`config.mk`:
```
export PLATFORM = sky130hd
export DESIGN_NAME = alu_seq
export DESIGN_NICKNAME = d
export VERILOG_FILES = /design/src/rtl/alu_seq.sv
export SDC_FILE = /design/constraint.sdc
export NUM_CORES = 1
export LEC_CHECK = 0
export ABC_AREA = 1
export CORE_MARGIN = 2
export CORE_UTILIZATION = 26
export DETAILED_ROUTE_END_ITERATION = 8
export PLACE_DENSITY = 0.53
export SLEW_MARGIN = 20
export SYNTH_ARGS = -nofsm -noshare
export SYNTH_HDL_FRONTEND = slang
export SYNTH_SLANG_ARGS = --single-unit
```
`constraint.sdc`:
```
create_clock -name clk -period 8.2 [get_ports clk]
set_input_delay 1.23 -clock clk [delete_from_list [all_inputs] [get_ports clk]]
set_output_delay 1.23 -clock clk [all_outputs]
set_load 0.02 [all_outputs]
```
`src/rtl/alu_seq.sv`:
```
// alu_seq: handshaked, parametrised ALU with registered result/flags, a
// free-running seedable Galois LFSR and an optional iterative multiplier.
// Optional feature macro: ALU_MUL_EN (op 12 becomes a WIDTH-cycle shift-add
// multiply; when undefined op 12 behaves as an illegal opcode).
module alu_seq #(
    parameter int unsigned      WIDTH     = 16,
    parameter logic [WIDTH-1:0] LFSR_TAPS = WIDTH'(16'hB400),
    parameter logic [WIDTH-1:0] LFSR_SEED = WIDTH'(16'h0001)
) (
    input  logic             clk,
    input  logic             rst,
    input  logic             in_valid,
    output logic             in_ready,
    input  logic [3:0]       op,
    input  logic [WIDTH-1:0] a,
    input  logic [WIDTH-1:0] b,
    input  logic [WIDTH-1:0] imm,
    output logic             out_valid,
    input  logic             out_ready,
    output logic [WIDTH-1:0] result,
    output logic             zero,
    output logic             carry
);

    localparam int unsigned SHW = $clog2(WIDTH);

    localparam logic [3:0] OP_ADD   = 4'd0;
    localparam logic [3:0] OP_SUB   = 4'd1;
    localparam logic [3:0] OP_AND   = 4'd2;
    localparam logic [3:0] OP_OR    = 4'd3;
    localparam logic [3:0] OP_XOR   = 4'd4;
    localparam logic [3:0] OP_CLAMP = 4'd5;
    localparam logic [3:0] OP_ADDI  = 4'd6;
    localparam logic [3:0] OP_RNG   = 4'd7;
    localparam logic [3:0] OP_SEED  = 4'd8;
    localparam logic [3:0] OP_SHL   = 4'd9;
    localparam logic [3:0] OP_SHR   = 4'd10;
    localparam logic [3:0] OP_SRA   = 4'd11;
    localparam logic [3:0] OP_MUL   = 4'd12;

    typedef enum logic [1:0] {
        ST_IDLE = 2'd0,
        ST_BUSY = 2'd1,
        ST_OUT  = 2'd2
    } state_t;

    state_t             state_r;
    state_t             state_n_s;
    logic               in_ready_s;
    logic               accept_s;
    logic               is_mul_s;
    logic               mul_done_s;
    logic [WIDTH-1:0]   mul_res_s;
    logic               mul_carry_s;

    logic [WIDTH-1:0]   lfsr_r;
    logic [WIDTH-1:0]   lfsr_adv_s;
    logic [WIDTH-1:0]   lfsr_n_s;
    logic [WIDTH-1:0]   seed_val_s;

    logic [SHW-1:0]     shamt_s;
    logic [WIDTH:0]     wide_s;
    logic signed [WIDTH:0] sra_s;
    logic [WIDTH-1:0]   alu_res_s;
    logic               alu_carry_s;

    logic [WIDTH-1:0]   result_r;
    logic               zero_r;
    logic               carry_r;
    logic               out_valid_r;

    assign accept_s  = in_valid && in_ready_s;
    assign in_ready  = in_ready_s;
    assign out_valid = out_valid_r;
    assign result    = result_r;
    assign zero      = zero_r;
    assign carry     = carry_r;
    assign shamt_s   = b[SHW-1:0];

    // Request acceptance: open in IDLE, or in OUT once the consumer takes the result.
    always_comb begin
        in_ready_s = 1'b0;
        if (rst) begin
            in_ready_s = 1'b0;
        end else begin
            case (state_r)
                ST_IDLE: in_ready_s = 1'b1;
                ST_OUT:  in_ready_s = out_ready;
                default: in_ready_s = 1'b0;
            endcase
        end
    end

    // LFSR next state: Galois advance, replaced by the seed load on a SEED accept.
    always_comb begin
        lfsr_adv_s = lfsr_r[0] ? ((lfsr_r >> 1'b1) ^ LFSR_TAPS) : (lfsr_r >> 1'b1);
        seed_val_s = (a == {WIDTH{1'b0}}) ? LFSR_SEED : a;
        if (accept_s && (op == OP_SEED)) begin
            lfsr_n_s = seed_val_s;
        end else if (lfsr_adv_s == {WIDTH{1'b0}}) begin
            // Lock-up guard: an all-zero state would never leave zero.
            lfsr_n_s = LFSR_SEED;
        end else begin
            lfsr_n_s = lfsr_adv_s;
        end
    end

    // LFSR register: free-running every non-reset cycle.
    always_ff @(posedge clk) begin
        if (rst) begin
            lfsr_r <= LFSR_SEED;
        end else begin
            lfsr_r <= lfsr_n_s;
        end
    end

    // Single-cycle datapath; shifts carry the last bit out via a one-bit extension.
    always_comb begin
        alu_res_s   = {WIDTH{1'b0}};
        alu_carry_s = 1'b0;
        wide_s      = {(WIDTH+1){1'b0}};
        sra_s       = {(WIDTH+1){1'b0}};
        case (op)
            OP_ADD: begin
                wide_s      = {1'b0, a} + {1'b0, b};
                alu_res_s   = wide_s[WIDTH-1:0];
                alu_carry_s = wide_s[WIDTH];
            end
            OP_SUB: begin
                alu_res_s   = a - b;
                alu_carry_s = (a < b);
            end
            OP_AND: alu_res_s = a & b;
            OP_OR:  alu_res_s = a | b;
            OP_XOR: alu_res_s = a ^ b;
            OP_CLAMP: begin
                if (a > b) begin
                    alu_res_s   = b;
                    alu_carry_s = 1'b1;
                end else begin
                    alu_res_s   = a;
                    alu_carry_s = 1'b0;
                end
            end
            OP_ADDI: begin
                wide_s      = {1'b0, a} + {1'b0, imm};
                alu_res_s   = wide_s[WIDTH-1:0];
                alu_carry_s = wide_s[WIDTH];
            end
            OP_RNG:  alu_res_s = lfsr_n_s;
            OP_SEED: alu_res_s = lfsr_n_s;
            OP_SHL: begin
                wide_s      = {1'b0, a} << shamt_s;
                alu_res_s   = wide_s[WIDTH-1:0];
                alu_carry_s = wide_s[WIDTH];
            end
            OP_SHR: begin
                wide_s      = {a, 1'b0} >> shamt_s;
                alu_res_s   = wide_s[WIDTH:1];
                alu_carry_s = wide_s[0];
            end
            OP_SRA: begin
                sra_s       = $signed({a, 1'b0}) >>> shamt_s;
                alu_res_s   = sra_s[WIDTH:1];
                alu_carry_s = sra_s[0];
            end
            OP_MUL: begin
                // Reached only when the multiplier is not built: illegal-op result.
                alu_res_s   = {WIDTH{1'b0}};
                alu_carry_s = 1'b0;
            end
            default: begin
                alu_res_s   = {WIDTH{1'b0}};
                alu_carry_s = 1'b0;
            end
        endcase
    end

`ifdef ALU_MUL_EN
    logic [2*WIDTH-1:0] prod_r;
    logic [2*WIDTH-1:0] prod_n_s;
    logic [WIDTH-1:0]   mcand_r;
    logic [SHW-1:0]     cnt_r;
    logic [WIDTH:0]     psum_s;

    assign is_mul_s    = (op == OP_MUL);
    assign mul_done_s  = (state_r == ST_BUSY) && (cnt_r == SHW'(WIDTH - 1));
    assign mul_res_s   = prod_n_s[WIDTH-1:0];
    assign mul_carry_s = |prod_n_s[2*WIDTH-1:WIDTH];

    // One shift-add step: add multiplicand to the high half when the low bit is set.
    always_comb begin
        psum_s   = {1'b0, prod_r[2*WIDTH-1:WIDTH]}
                 + (prod_r[0] ? {1'b0, mcand_r} : {(WIDTH+1){1'b0}});
        prod_n_s = {psum_s, prod_r[WIDTH-1:1]};
    end

    // Multiplier state: load operands on accept, step once per BUSY cycle.
    always_ff @(posedge clk) begin
        if (rst) begin
            prod_r  <= {(2*WIDTH){1'b0}};
            mcand_r <= {WIDTH{1'b0}};
            cnt_r   <= {SHW{1'b0}};
        end else if (accept_s && is_mul_s) begin
            prod_r  <= {{WIDTH{1'b0}}, b};
            mcand_r <= a;
            cnt_r   <= {SHW{1'b0}};
        end else if (state_r == ST_BUSY) begin
            prod_r  <= prod_n_s;
            cnt_r   <= cnt_r + 1'b1;
        end else begin
            prod_r  <= prod_r;
            cnt_r   <= cnt_r;
        end
    end
`else
    assign is_mul_s    = 1'b0;
    assign mul_done_s  = 1'b0;
    assign mul_res_s   = {WIDTH{1'b0}};
    assign mul_carry_s = 1'b0;
`endif

    // Next-state logic for IDLE / BUSY / OUT handshake sequencing.
    always_comb begin
        state_n_s = state_r;
        case (state_r)
            ST_IDLE: begin
                if (accept_s) begin
                    if (is_mul_s) begin
                        state_n_s = ST_BUSY;
                    end else begin
                        state_n_s = ST_OUT;
                    end
                end else begin
                    state_n_s = ST_IDLE;
                end
            end
            ST_BUSY: begin
`ifdef ALU_MUL_EN
                if (mul_done_s) begin
                    state_n_s = ST_OUT;
                end else begin
                    state_n_s = ST_BUSY;
                end
`else
                state_n_s = ST_IDLE;
`endif
            end
            ST_OUT: begin
                if (out_ready) begin
                    if (accept_s) begin
                        if (is_mul_s) begin
                            state_n_s = ST_BUSY;
                        end else begin
                            state_n_s = ST_OUT;
                        end
                    end else begin
                        state_n_s = ST_IDLE;
                    end
                end else begin
                    state_n_s = ST_OUT;
                end
            end
            default: state_n_s = ST_IDLE;
        endcase
    end

    // State register.
    always_ff @(posedge clk) begin
        if (rst) begin
            state_r <= ST_IDLE;
        end else begin
            state_r <= state_n_s;
        end
    end

    // Output registers: update only when an operation completes, otherwise hold.
    always_ff @(posedge clk) begin
        if (rst) begin
            out_valid_r <= 1'b0;
            result_r    <= {WIDTH{1'b0}};
            zero_r      <= 1'b0;
            carry_r     <= 1'b0;
        end else begin
            out_valid_r <= (state_n_s == ST_OUT);
            if (accept_s && !is_mul_s) begin
                result_r <= alu_res_s;
                zero_r   <= (alu_res_s == {WIDTH{1'b0}});
                carry_r  <= alu_carry_s;
            end else if (mul_done_s) begin
                result_r <= mul_res_s;
                zero_r   <= (mul_res_s == {WIDTH{1'b0}});
                carry_r  <= mul_carry_s;
            end else begin
                result_r <= result_r;
                zero_r   <= zero_r;
                carry_r  <= carry_r;
            end
        end
    end

endmodule
```
==> flow_summary.yaml <==
outcome:
  status: "complete, no violations"
sta:
  period_share: 0.6039
  hold_slack_ns: 0.4657
  worst_pin_slew_ns: 1.067
  slew_headroom: 0.2858
  fin_tns_setup_ns: 0
  slew_violations: 0
  finalSetupViolations: 0
  hold_viol: 0
  clock_skew_ns: 0.002722
  timing.fmax_mhz: 201.9
  rsz0062_at_grt: "no"
  finalCriticalPeriod_ns: 4.952
yosys:
  ys_warn_count: 0
  synthDistinctLibCells: 53
  ys_seq_area_frac: 0.09343
  syn_nets: 1519
  ys_ff_latch: 35
  synth_area_um2: 7500
  syn_inst: 1395
  async_flop_share: 0
  synth-main-ff-cell: "dfxtp_1"
  synth_edf_count: 0
  synth_area_per_cell_um2: 5.376
worst_setup_path:
  cp-startpoint: "b[3]"
  critical_path.endpoint_type: "flop"
  crit_fanout: 18
  r2r_start: "out_valid"
  crit_arrival_ns: 5.16
  worstPathRequired_ns: 8.41
  crit_type: "in -> reg"
  cp-start-kind: "primary input"
clock_network:
  cts_setup_buffers: 0
  clockBufferDepth: 2
  cts_tree: "done"
  clkLatencyLatePin_ns: 0.28
  cts_max_level: 2
  cts.sinks: 35
  cts_root_buffer: "clkbuf_16"
  cts-hold-fix-buffers: 0
  cts_buffers: 5
  clkSlewWorstSetupHoldPaths_ns: 0.05
  ctsResizeCount: 0
placement:
  port_buffers: 75
  gp_congestion: 1.063
  dp_hpwl_um: 28370
  dp_cells: 1811
pwr:
  power_density_nw_per_um2: 102.2
  total_leakage_power_nw: 4.293
  ir_worst_vdd_v: 0.00007240
layout:
  antenna_cells: 0
  post-route-util: 0.3015
  layout_common_cells: "447 x nand2_1, 216 x nand3_1, 175 x nor2_1, 141 x inv_1, 75 x clkdlybuf4s50_1"
  instances_no_fill: 1819
  final_nets: 1558
  drive_gt1_frac: 0.05436
  syn_to_final_growth_pct: 14.78
  final_common_cell: "nand2_1"
grt:
  grt_usage: 0.2228
  grt_pass1_vias: 8799
  antenna_found_initial: 0
  grt.overflow.total: 0
  grt_pass1_wl_um: 52210
  grt_max_degree: 40
drt:
  totalWireLength_um: 34320
  wl_per_cell_um: 18.87
  vias: 9374
  antenna_left: 0
  firstDrtPassIters: 6
  vias_per_cell: 5.153
  drt_first_iter_violations: 1114
  drc: 0
hold_path:
  min-delay-start: "carry"
  holdCritPathClass: "reg -> reg"
die:
  fp.dieW_um: 173.8
  die-area_um2: 30220
  coreArea_um2: 28550
  start_util: 0.2627
  ios: 76
  std_cell_rows: 62
  die_h_um: 173.8
flow_run:
  cap_violations: 0
==> synthesized netlist by cell type (3+ instances only) <==
cell	n	area share
ha_1	65	0.11
o21ai_1	4	0.0027
nor2_8	3	0.0080
nor2_2	10	0.0083
nand4_1	21	0.018
buf_4	5	0.0050
nand3_1	216	0.14
inv_2	14	0.0070
buf_2	18	0.012
a21oi_1	46	0.031
fa_1	3	0.0080
inv_1	141	0.071
nor3_1	14	0.0093
o211ai_1	12	0.012
nor4_1	4	0.0033
buf_6	10	0.015
nand2_4	5	0.0075
o21ai_0	60	0.040
nand2_1	447	0.22
nand3b_1	6	0.0060
clkbuf_1	13	0.0065
o21bai_1	5	0.0050
nor2_1	177	0.089
a21boi_0	3	0.0030
dfxtp_1	35	0.093
nand2_2	15	0.013
clkinv_1	3	0.0015
==> per-layer routing <==
| metal | up-vias | routed length, µm | track usage |
|---|---|---|---|
| met5 | - | 0 | 0 |
| met4 | 0 | 1162 | 0.06758 |
| met3 | 58 | 2612 | 0.02478 |
| met2 | 399 | 15710 | 0.3737 |
| met1 | 4323 | 14830 | 0.2993 |
| li1 | 4594 | - | - |
==> per-stage QoR <==
step	worst slack (ns)	instance area, µm²	total power (W)
final	3.248	8608	0.0008795
after CTS	3.332	8606	0.0008740
after global routing	2.856	8608	0.0009400
after global placement	3.060	8443	0.0006718
after detailed placement	3.045	8446	0.0006718
after floorplan	4.572	7500	0.0005135
==> kinds of logic (layout without fill, tap and decap cells) <==
family,count (synthesis),after routing,synth area share
adder cells (fa/ha/maj),68,68,0.1165
AO/OA/AOI/OAI,147,147,0.1133
flip-flops,35,35,0.09343
AND/OR/NAND/NOR,932,932,0.5470
buffers and inverters,209,249,0.1251
XOR/XNOR,4,4,0.004672
==> cell type report <==
cell class,count,area [µm²]
fill,3403,19940
timing repair buffer,82,803.3
inverter,159,598.1
tap,384,480.5
clock inverter,1,7.507
clock buffer,7,152.6
sequential,35,700.7
multi-input combinational,1151,5866
==> critical path, stage by stage <==
cell	delay, ns
clkdlybuf4s50_1	0.90
inv_1	0.43
ha_1	0.64
inv_1	0.18
a21oi_1	0.19
nand2_2	0.12
nand2_1	0.11
nand2_2	0.07
nand2_2	0.08
nand2_4	0.11
nand2_4	0.22
inv_2	0.11
nor2_1	0.10
nor2_1	0.06
nor2_1	0.13
nand3_1	0.09
nor2_1	0.09
nand2_1	0.07
nor2_1	0.10
nor2_1	0.04
nor2_1	0.07
==> state kept, by name, summed over array words and instances (netlist names) <==
signal     count
lfsr_r        16
result        16
carry          1
out_valid      1
zero           1
==> path summary, 6_finish.rpt <==
check	slack (ns)	end	cells after the start
max	3.25	zero	21
min	0.47	carry	2
max reg2reg	5.46	zero	15
min reg2reg	0.47	carry	2
==> where the power goes <==
part / switching, W / internal, W / total (W)
sequential: 0.00000706 / 0.000181 / 0.000188
clock: 0.0000721 / 0.000129 / 0.000201
combinational: 0.000331 / 0.000159 / 0.000490
(Power assumes the default switching activity.)
